[config.mk]
export PLATFORM = sky130hd
export DESIGN_NAME = blob_bbox_tracker
export DESIGN_NICKNAME = d
export VERILOG_FILES = /design/src/rtl/blob_bbox_tracker.sv
export SDC_FILE = /design/constraint.sdc
export NUM_CORES = 1
export LEC_CHECK = 0
export CAP_MARGIN = 20
export CORE_MARGIN = 2
export CORE_UTILIZATION = 50
export DETAILED_ROUTE_END_ITERATION = 10
export PLACE_DENSITY = 0.77
export SYNTH_ARGS = -nofsm -noshare
export SYNTH_HDL_FRONTEND = slang
export SYNTH_SLANG_ARGS = --single-unit
export TNS_END_PERCENT = 10
[constraint.sdc]
create_clock -name clk -period 2.1 [get_ports clk]
set_clock_uncertainty 0.05 [all_clocks]
set_input_delay 0.315 -clock clk [delete_from_list [all_inputs] [get_ports clk]]
set_output_delay 0.315 -clock clk [all_outputs]
set_load 0.05 [all_outputs]
[src/rtl/blob_bbox_tracker.sv]
// Tracks the bounding box and matched-pixel count of a red blob across each camera frame.
// Define BLOB_CENTROID_EN to also accumulate the x/y coordinate sums of matched pixels.
module blob_bbox_tracker #(
  parameter int IMG_W     = 320,
  parameter int IMG_H     = 240,
  parameter int R_MIN     = 20,
  parameter int G_MAX     = 24,
  parameter int B_MAX     = 12,
  parameter int MIN_COUNT = 64
) (
  input  logic        clk,
  input  logic        reset,
  input  logic        vsync,
  input  logic        we,
  input  logic [15:0] wData,
  output logic        frame_done,
  output logic        found,
  output logic [8:0]  x_min,
  output logic [8:0]  x_max,
  output logic [7:0]  y_min,
  output logic [7:0]  y_max,
  output logic [16:0] pix_count,
  output logic [24:0] sum_x,
  output logic [24:0] sum_y
);
  localparam logic [8:0]  X_LAST  = 9'(IMG_W - 1);
  localparam logic [8:0]  Y_END   = 9'(IMG_H);
  localparam logic [4:0]  R_LO    = 5'(R_MIN);
  localparam logic [5:0]  G_HI    = 6'(G_MAX);
  localparam logic [4:0]  B_HI    = 5'(B_MAX);
  localparam logic [16:0] CNT_MIN = 17'(MIN_COUNT);
  localparam logic [16:0] CNT_SAT = 17'd76800;

  typedef enum logic [1:0] {SYNC, ACTIVE, DRAIN, LATCH} state_t;

  state_t      state_q, state_d;
  logic        vsync_q;
  logic        skip_q, skip_d;
  logic        drain_q, drain_d;
  logic [8:0]  x_q, x_d, y_q, y_d;
  logic        s1_valid_q, s1_valid_d;
  logic [8:0]  s1_x_q, s1_x_d;
  logic [7:0]  s1_y_q, s1_y_d;
  logic [16:0] cnt_q, cnt_d;
  logic [8:0]  bx_min_q, bx_min_d, bx_max_q, bx_max_d;
  logic [7:0]  by_min_q, by_min_d, by_max_q, by_max_d;
  logic        frame_done_q, frame_done_d, found_q, found_d;
  logic [8:0]  x_min_q, x_min_d, x_max_q, x_max_d;
  logic [7:0]  y_min_q, y_min_d, y_max_q, y_max_d;
  logic [16:0] pix_count_q, pix_count_d;

  logic vsync_rise, pix_ok, pix_match, count_en, acc_clear, publish, found_now;

  assign vsync_rise = vsync & ~vsync_q;
  assign pix_ok     = we && (state_q == ACTIVE) && (y_q < Y_END);
  assign pix_match  = (wData[15:11] >= R_LO) && (wData[10:5] <= G_HI) && (wData[4:0] <= B_HI);
  assign count_en   = s1_valid_q && (cnt_q < CNT_SAT);
  assign acc_clear  = (state_q == LATCH);
  // The LATCH pass that follows SYNC only clears state; it must not publish a partial frame.
  assign publish    = acc_clear && !skip_q;
  assign found_now  = (cnt_q >= CNT_MIN);

  always_comb begin
    state_d      = state_q;
    skip_d       = skip_q;
    drain_d      = drain_q;
    x_d          = x_q;
    y_d          = y_q;
    s1_valid_d   = pix_ok && pix_match;
    s1_x_d       = x_q;
    s1_y_d       = y_q[7:0];
    cnt_d        = cnt_q;
    bx_min_d     = bx_min_q;
    bx_max_d     = bx_max_q;
    by_min_d     = by_min_q;
    by_max_d     = by_max_q;
    frame_done_d = 1'b0;
    found_d      = found_q;
    x_min_d      = x_min_q;
    x_max_d      = x_max_q;
    y_min_d      = y_min_q;
    y_max_d      = y_max_q;
    pix_count_d  = pix_count_q;

    if (pix_ok) begin
      if (x_q == X_LAST) begin
        x_d = '0;
        y_d = y_q + 9'd1;
      end else begin
        x_d = x_q + 9'd1;
      end
    end

    if (s1_valid_q) begin
      if (cnt_q == '0) begin
        bx_min_d = s1_x_q;
        bx_max_d = s1_x_q;
        by_min_d = s1_y_q;
        by_max_d = s1_y_q;
      end else begin
        if (s1_x_q < bx_min_q) bx_min_d = s1_x_q;
        if (s1_x_q > bx_max_q) bx_max_d = s1_x_q;
        if (s1_y_q < by_min_q) by_min_d = s1_y_q;
        if (s1_y_q > by_max_q) by_max_d = s1_y_q;
      end
    end
    if (count_en) cnt_d = cnt_q + 17'd1;

    if (publish) begin
      frame_done_d = 1'b1;
      found_d      = found_now;
      x_min_d      = found_now ? bx_min_q : '0;
      x_max_d      = found_now ? bx_max_q : '0;
      y_min_d      = found_now ? by_min_q : '0;
      y_max_d      = found_now ? by_max_q : '0;
      pix_count_d  = cnt_q;
    end
    if (acc_clear) begin
      cnt_d    = '0;
      bx_min_d = '0;
      bx_max_d = '0;
      by_min_d = '0;
      by_max_d = '0;
      x_d      = '0;
      y_d      = '0;
    end

    case (state_q)
      SYNC:    if (vsync_rise) begin state_d = LATCH; skip_d = 1'b1; end
      ACTIVE:  if (vsync_rise) begin state_d = DRAIN; drain_d = 1'b0; end
      DRAIN:   if (drain_q) state_d = LATCH; else drain_d = 1'b1;
      LATCH:   begin state_d = ACTIVE; skip_d = 1'b0; end
      default: state_d = SYNC;
    endcase
  end

  always_ff @(posedge clk) begin
    vsync_q <= vsync;
    if (reset) begin
      state_q      <= SYNC;
      skip_q       <= 1'b0;
      drain_q      <= 1'b0;
      x_q          <= '0;
      y_q          <= '0;
      s1_valid_q   <= 1'b0;
      s1_x_q       <= '0;
      s1_y_q       <= '0;
      cnt_q        <= '0;
      bx_min_q     <= '0;
      bx_max_q     <= '0;
      by_min_q     <= '0;
      by_max_q     <= '0;
      frame_done_q <= 1'b0;
      found_q      <= 1'b0;
      x_min_q      <= '0;
      x_max_q      <= '0;
      y_min_q      <= '0;
      y_max_q      <= '0;
      pix_count_q  <= '0;
    end else begin
      state_q      <= state_d;
      skip_q       <= skip_d;
      drain_q      <= drain_d;
      x_q          <= x_d;
      y_q          <= y_d;
      s1_valid_q   <= s1_valid_d;
      s1_x_q       <= s1_x_d;
      s1_y_q       <= s1_y_d;
      cnt_q        <= cnt_d;
      bx_min_q     <= bx_min_d;
      bx_max_q     <= bx_max_d;
      by_min_q     <= by_min_d;
      by_max_q     <= by_max_d;
      frame_done_q <= frame_done_d;
      found_q      <= found_d;
      x_min_q      <= x_min_d;
      x_max_q      <= x_max_d;
      y_min_q      <= y_min_d;
      y_max_q      <= y_max_d;
      pix_count_q  <= pix_count_d;
    end
  end

  assign frame_done = frame_done_q;
  assign found      = found_q;
  assign x_min      = x_min_q;
  assign x_max      = x_max_q;
  assign y_min      = y_min_q;
  assign y_max      = y_max_q;
  assign pix_count  = pix_count_q;

`ifdef BLOB_CENTROID_EN
  logic [24:0] acc_sx_q, acc_sx_d, acc_sy_q, acc_sy_d;
  logic [24:0] sum_x_q, sum_x_d, sum_y_q, sum_y_d;

  always_comb begin
    acc_sx_d = acc_sx_q;
    acc_sy_d = acc_sy_q;
    sum_x_d  = sum_x_q;
    sum_y_d  = sum_y_q;
    if (count_en) begin
      acc_sx_d = acc_sx_q + 25'(s1_x_q);
      acc_sy_d = acc_sy_q + 25'(s1_y_q);
    end
    if (publish) begin
      sum_x_d = acc_sx_q;
      sum_y_d = acc_sy_q;
    end
    if (acc_clear) begin
      acc_sx_d = '0;
      acc_sy_d = '0;
    end
  end

  always_ff @(posedge clk) begin
    if (reset) begin
      acc_sx_q <= '0;
      acc_sy_q <= '0;
      sum_x_q  <= '0;
      sum_y_q  <= '0;
    end else begin
      acc_sx_q <= acc_sx_d;
      acc_sy_q <= acc_sy_d;
      sum_x_q  <= sum_x_d;
      sum_y_q  <= sum_y_d;
    end
  end

  assign sum_x = sum_x_q;
  assign sum_y = sum_y_q;
`else
  assign sum_x = '0;
  assign sum_y = '0;
`endif

endmodule

==> results of run 1 <==
worst max path at each step:
stage          depth (start not counted)           to   startpoint  slack [ns]
3_3_place_gp                           7  bx_min_q[0]  bx_min_q[8]       -0.14
6_report                               8  bx_max_q[6]    s1_x_q[5]        0.06
3_5_place_dp                           7  bx_min_q[8]  bx_min_q[8]       -0.23
5_1_grt                                8  bx_max_q[5]  bx_max_q[3]       -0.03
4_1_cts                                7  bx_max_q[6]  bx_max_q[4]        0.06
2_1_floorplan                          7  bx_max_q[0]  bx_max_q[3]        0.24
registers in the layout (all words and copies together) (netlist names), 2 cells and up:
signal / cells
cnt_q: 17
y_q: 9
s1_x_d: 9
s1_y_q: 8
x_max: 9
pix_count: 17
bx_min_q: 9
y_max: 8
state_q: 2
by_min_q: 8
bx_max_q: 9
s1_x_q: 9
y_min: 8
by_max_q: 8
x_min: 9
final cells by class:
cell class              count  area, µm²
repair buffers            105        971
multi-input cells         514       3290
fillers                  1096       5000
inverters                  43        161
flip-flops and latches    145       2900
clock inverters            14        156
clock buffers              18        439
well taps                 176        220
layer usage:
layer	GRT usage [%]	routed length, µm	up-vias
met4	7.65	208	0
li1	-	-	2583
met2	30.5	6080	154
met5	0	0	-
met1	25.2	6020	2326
met3	4.74	822	19
where the power goes:
| part | leakage [µW] | total, µW | internal (µW) | switching (µW) |
|---|---|---|---|---|
| logic | 0.00175 | 359 | 62.3 | 297 |
| registers | 0.00117 | 2780 | 2760 | 13.8 |
| clock network | 0.000280 | 3000 | 1790 | 1200 |
| total | 0.00319 | 6130 | 4620 | 1510 |
kinds of logic after synthesis:
group                      Yosys count  synth area share, %
AOI/OAI and AO/OA                  115                 11.9
xor gates and xnor gates            25                 3.29
adders and majority gates           36                 6.77
buffers and inverters              127                 10.5
DFF                                145                 43.6
muxes                               28                 4.21
other                                1               0.0563
and+or+nand+nor                    260                 19.6
stage by stage:
stage | setup TNS (ns) | total power (µW) | hold slack, ns | util [%]
5_1_grt | -0.107 | 6340 | 0.125 | 62.0
3_3_place_gp | -1.27 | 3190 | 0.389 | 57.1
2_1_floorplan | 0 | 3200 | 0.293 | -
6_report | 0 | 6130 | 0.120 | 62.0
4_1_cts | 0 | 6180 | 0.103 | 61.7
3_5_place_dp | -1.84 | 3190 | 0.396 | 57.1
synthesized netlist by cell type (all sizes together), types with 2 or more instances:
library cell  instances  share of area (%)
a21boi                3               0.34
a21o                  2               0.23
a21oi                37                2.8
a22o                  9                1.2
a22oi                35                3.9
a41oi                 2               0.38
and2                  5               0.47
and3                  2               0.19
and4                  8                1.1
buf                  65                7.0
clkbuf               19                1.1
dfxtp               145                 44
ha                   36                6.8
inv                  43                2.4
mux2i                28                4.2
nand2                94                5.3
nand2b                3               0.28
nand3                10               0.83
nand4                 9               0.85
nor2                 75                4.3
nor2b                23                2.2
nor3                  9                1.1
nor3b                 3               0.34
nor4                  8                1.4
o2111ai               4               0.62
o211ai                5               0.56
o21ai                12               0.90
or3                   5               0.47
xnor2                16                2.1
xor2                  9                1.2
repair_timing:
item / CTS / global route
pin swaps: 0 / 2
endpoints found under the setup margin: 9 / 26
setup buffers: 0 / 0
gates resized for setup: 1 / 6
endpoints found under the hold margin: 0 / 0
==> flow_metrics.py, run 1 <==
metrics = {
    "setup_path": {
        "critPathKind": "reg2reg",
        "cp.arrival_ns": 2.35,
        "timing.critical_path.buf_inv": 2,
        "crit_required_ns": 2.41,
        "worstSetupStartpointType": "flop",
        "timing.rr.end": "bx_max_q[6]",
        "r2r_cells": 8,
        "rr_startpoint": "s1_x_q[5]",
        "cpMostUsedCell": "buf_4",
        "reg2reg_setup_slack_ns": 0.06,
        "critical_path.top_delay_family": "compound AO/OA/AOI/OAI gates",
        "crit_path_max_fanout": 9,
        "critPathMaxStageDelay_ns": 0.40,
        "cpMaxStageDelayCell": "o31ai_4",
        "crit_path_end_kind": "flop",
        "crit_chain": "buf_4 -> ha_1 -> and4_1 -> nand3_1 -> a2bb2oi_1 -> buf_4 -> o31ai_4 -> a22o_1",
    },
    "clocking": {
        "h-tree-depth": 4,
        "clk_pin_slew_ns": 0.06,
        "clkLatencyLatePin_ns": 0.43,
        "cts_buffer_depth": 2,
        "cts_sinks": 145,
        "root_buffer": "clkbuf_16",
        "cts_tree": "done",
        "numCtsBuffers": 17,
        "postCtsHoldBufs": 0,
    },
    "floorplanning": {
        "num_rows": 42,
        "coreArea_um2": 13100,
        "start_util_pct": 50.7,
        "die_w_um": 119,
        "io_pins": 123,
        "dieArea_um2": 14300,
        "die-height_um": 119,
    },
    "final_layout": {
        "layout_common_cells": "144 x dfxtp_1, 94 x nand2_1, 74 x nor2_1, 69 x clkdlybuf4s50_1, 50 x conb_1",
        "diodes": 0,
        "final_cells": 1015,
        "syn2layout_area_growth_pct": 22.3,
        "drive_gt1_share_pct": 11.0,
        "final_nets": 882,
        "layout_commonest_cell": "dfxtp_1",
        "finalInstanceArea_um2": 8140,
    },
    "logic_synthesis": {
        "ys_seq_elements": 145,
        "netlist_area_um2": 6660,
        "synth_cells": 737,
        "synth_cell_types": 59,
        "synth-async-reset-ratio_pct": 0,
        "yosysWarnings": 0,
        "ys_seq_area_share_pct": 43.6,
        "synth-edff-count": 0,
        "synth_area_per_cell_um2": 9.03,
        "synth-main-ff-cell": "dfxtp_1",
    },
    "power": {
        "irDropWorstVdd_uv": 485,
        "p_per_area_nw_per_um2": 753,
        "leakage_uw": 0.00319,
    },
    "detailed_routing": {
        "wl_mm": 13.1,
        "drtAntennaViolNets": 0,
        "num_vias": 5082,
        "drcViolationCount": 0,
        "drt_iter0_markers": 308,
        "dr.pass1.iters": 5,
        "via_per_inst": 5.01,
        "wire_per_inst_um": 12.9,
    },
    "placement": {
        "placed_area_um2": 7500,
        "hpwl_mm": 9.16,
        "pre_cts_ws_ns": -0.226,
        "dp.cells": 983,
        "portBuffers": 70,
        "gp_congestion": 0.820,
    },
    "hold_path": {
        "hold_path_class": "in2reg",
        "hold_start": "reset",
        "min_path_cells": 2,
        "min_to": "drain_q",
    },
    "timing": {
        "max_freq_ghz": 0.491,
        "final_hold_viol_count": 0,
        "rsz0062_at_grt": "yes",
        "finalSetupViolCount": 0,
        "slew_violations": 0,
        "fin_crit_sh_pct": 96.9,
        "layout_setup_ws_ns": 0.0645,
        "tightestPinTransition_ns": 0.578,
        "slew_headroom_pct": 61.5,
        "finalCriticalPeriod_ns": 2.04,
    },
    "global_route": {
        "grt.total_usage_pct": 19.2,
        "antenna_found_initial": 0,
        "grt_pass1_wl_mm": 21.8,
        "overflow": 0,
        "grt_max_degree": 57,
        "grt_pass1_vias": 4578,
    },
    "outcome": {
        "outcome": "complete, no violations",
    },
    "job": {
        "cap_violations": 0,
    },
}
Power figures use the tool's default switching activity.
==> run 2, diff against run 1 <==
--- a/config.mk
+++ b/config.mk
@@ -10,6 +10,7 @@
 export CORE_UTILIZATION = 50
 export DETAILED_ROUTE_END_ITERATION = 10
 export PLACE_DENSITY = 0.77
+export REMOVE_ABC_BUFFERS = 1
 export SYNTH_ARGS = -nofsm -noshare
 export SYNTH_HDL_FRONTEND = slang
 export SYNTH_SLANG_ARGS = --single-unit
==> constraint.sdc (replaced) <==
create_clock -name clk -period 2.2 [get_ports clk]
set_clock_uncertainty 0.05 [all_clocks]
set_input_delay 0.33 -clock clk [delete_from_list [all_inputs] [get_ports clk]]
set_output_delay 0.33 -clock clk [all_outputs]
set_load 0.05 [all_outputs]
==> run 2 against run 1 <==
Net effect: count of clock-buffer cells in the layout grew 2; worst setup slack gained 0.055 ns; critical path depth shrank 1; highest routed layer unchanged; critical endpoint is now bx_max_q[7]; largest power group unchanged; combinational power shrank 3%; total power shrank 5.9%; via count grew 0.28%.
==> flow_metrics.py, run 2 (synthesized netlist as in run 1, its figures left out) <==
metrics = {
    "detailed_routing": {
        "drt_iter0_markers": 314,
        "num_vias": 5096,
        "drtAntennaViolNets": 0,
        "wire_per_inst_um": 13.1,
        "via_per_inst": 5.03,
        "dr.pass1.iters": 5,
        "drcViolationCount": 0,
        "wl_mm": 13.3,
    },
    "setup_path": {
        "timing.rr.end": "bx_max_q[7]",
        "cpMaxStageDelayCell": "dfxtp_1",
        "crit_required_ns": 2.47,
        "crit_path_end_kind": "flop",
        "worstSetupStartpointType": "flop",
        "rr_startpoint": "bx_max_q[4]",
        "worstSetupEndpoint": "bx_max_q[7]",
        "critPathMaxStageDelay_ns": 0.37,
        "crit_path_max_fanout": 9,
        "crit_chain": "inv_1 -> ha_1 -> and4_1 -> a21o_1 -> o2111ai_1 -> o31ai_4 -> a22o_1",
        "r2r_cells": 7,
        "reg2reg_setup_slack_ns": 0.12,
        "critPathKind": "reg2reg",
        "cp.arrival_ns": 2.35,
        "crit_start": "bx_max_q[4]",
    },
    "timing": {
        "rsz0062_at_grt": "no",
        "final_hold_viol_count": 0,
        "finalCriticalPeriod_ns": 2.08,
        "max_freq_ghz": 0.481,
        "finalSetupViolCount": 0,
        "fin_crit_sh_pct": 94.6,
        "hold-worst-slack_ns": 0.180,
        "tns_ns": 0,
        "slew_violations": 0,
        "layout_setup_ws_ns": 0.120,
        "tightestPinTransition_ns": 0.525,
        "slew_headroom_pct": 64.9,
    },
    "floorplanning": {
        "io_pins": 123,
        "coreArea_um2": 13100,
        "start_util_pct": 50.7,
        "die-height_um": 119,
        "num_rows": 42,
        "die_w_um": 119,
        "dieArea_um2": 14300,
    },
    "clocking": {
        "cts_tree": "done",
        "h-tree-depth": 4,
        "numCtsBuffers": 17,
        "root_buffer": "clkbuf_16",
        "postCtsHoldBufs": 0,
        "clk_pin_slew_ns": 0.06,
        "cts_sinks": 145,
        "cts_setup_buffers": 0,
        "clkLatencyLatePin_ns": 0.42,
        "cts_buffer_depth": 2,
    },
    "final_layout": {
        "final_cells": 1013,
        "final_core_utilization_pct": 61.4,
        "regArea_um2": 2900,
        "multi_input_area_um2": 3260,
        "layout_commonest_cell": "dfxtp_1",
        "diodes": 0,
        "final_nets": 880,
        "drive_gt1_share_pct": 10.3,
        "fillerInstances": 1151,
        "layout_common_cells": "145 x dfxtp_1, 94 x nand2_1, 74 x nor2_1, 69 x clkdlybuf4s50_1, 50 x conb_1",
        "syn2layout_area_growth_pct": 21.3,
    },
    "global_route": {
        "overflow": 0,
        "grt_pass1_wl_mm": 22.4,
        "grt_max_degree": 54,
        "grt.total_usage_pct": 19.6,
        "antenna_found_initial": 0,
        "grt_pass1_vias": 4695,
    },
    "job": {
        "cap_violations": 0,
    },
    "power": {
        "seq_power_share_pct": 45.9,
        "p_sw_uw": 1430,
        "p_per_area_nw_per_um2": 715,
        "pwr-share-clk_pct": 48.0,
        "irDropWorstVdd_uv": 479,
        "power_frac_comb_pct": 6.0,
        "p_int_uw": 4340,
        "leakage_uw": 0.00317,
        "swShare_pct": 24.7,
    },
    "placement": {
        "dp.cells": 981,
        "hpwl_mm": 9.31,
        "portBuffers": 70,
        "gp_congestion": 0.843,
        "pre_cts_ws_ns": -0.0187,
    },
    "outcome": {
        "outcome": "complete, no violations",
    },
    "hold_path": {
        "hold_path_class": "in2reg",
    },
}
run 2: metrics by stage:
stage | cell area [µm²] | power [µW]
2_1_floorplan | 6300 | 2960
3_3_place_gp | 7480 | 3050
3_5_place_dp | 7490 | 3050
4_1_cts | 8060 | 5810
5_1_grt | 8070 | 5970
6_report | 8070 | 5770
run 2: final cells by class:
type | instances | area share [%]
Tap cell | 176 | 2.73
Clock inverter | 12 | 1.35
Inverter | 43 | 2.00
Timing Repair Buffer | 103 | 11.8
Clock buffer | 20 | 5.78
Multi-Input combinational cell | 514 | 40.3
Sequential cell | 145 | 36.0
run 2: worst min-delay path by stage:
stage / startpoint / depth (start not counted) / slack (ns) / to
floorplan: vsync / 0 / 0.31 / vsync_q
global placement: y_q[8] / 1 / 0.39 / y_q[8]
detailed placement: y_q[8] / 1 / 0.39 / y_q[8]
CTS: reset / 2 / 0.18 / drain_q
global route: reset / 2 / 0.18 / drain_q
finish: reset / 2 / 0.18 / drain_q
run 2: critical path: cells and delay by family, from the launching register on:
kind | cells | cell delay, ns
AOI/OAI and AO/OA | 4 | 0.94
buffers and inverters | 1 | 0.06
DFF | 1 | 0.37
adders and majority gates | 1 | 0.29
and+or+nand+nor | 1 | 0.25
run 2: layer usage:
| metal | global-route usage, % | vias up | routed length (µm) |
|---|---|---|---|
| met3 | 6.23 | 13 | 684 |
| met4 | 5.88 | 0 | 190 |
| met1 | 25.1 | 2363 | 6220 |
| met2 | 31.9 | 140 | 6180 |
| met5 | 0 | - | 0 |
| li1 | - | 2580 | - |
run 2: power groups by stage:
stage / registers [µW] / clock network [µW] / logic, µW
after floorplan: 2700 / 0 / 251
after global placement: 2710 / 0 / 343
after detailed placement: 2710 / 0 / 345
after CTS: 2650 / 2810 / 345
after global routing: 2650 / 2950 / 367
final: 2650 / 2770 / 347
run 2: what timing repair did:
item,in CTS,in global routing
gates resized for setup,1,1
endpoints found under the setup margin,9,7
pin swaps,0,1
==> run 3, diff against run 2 <==
--- a/config.mk
+++ b/config.mk
@@ -9,6 +9,7 @@
 export CORE_MARGIN = 2
 export CORE_UTILIZATION = 50
 export DETAILED_ROUTE_END_ITERATION = 10
+export GPL_ROUTABILITY_DRIVEN = 0
 export PLACE_DENSITY = 0.77
 export REMOVE_ABC_BUFFERS = 1
 export SYNTH_ARGS = -nofsm -noshare
==> results of run 3 <==
The final DEF is identical to that of run 2; final timing and power are the same.
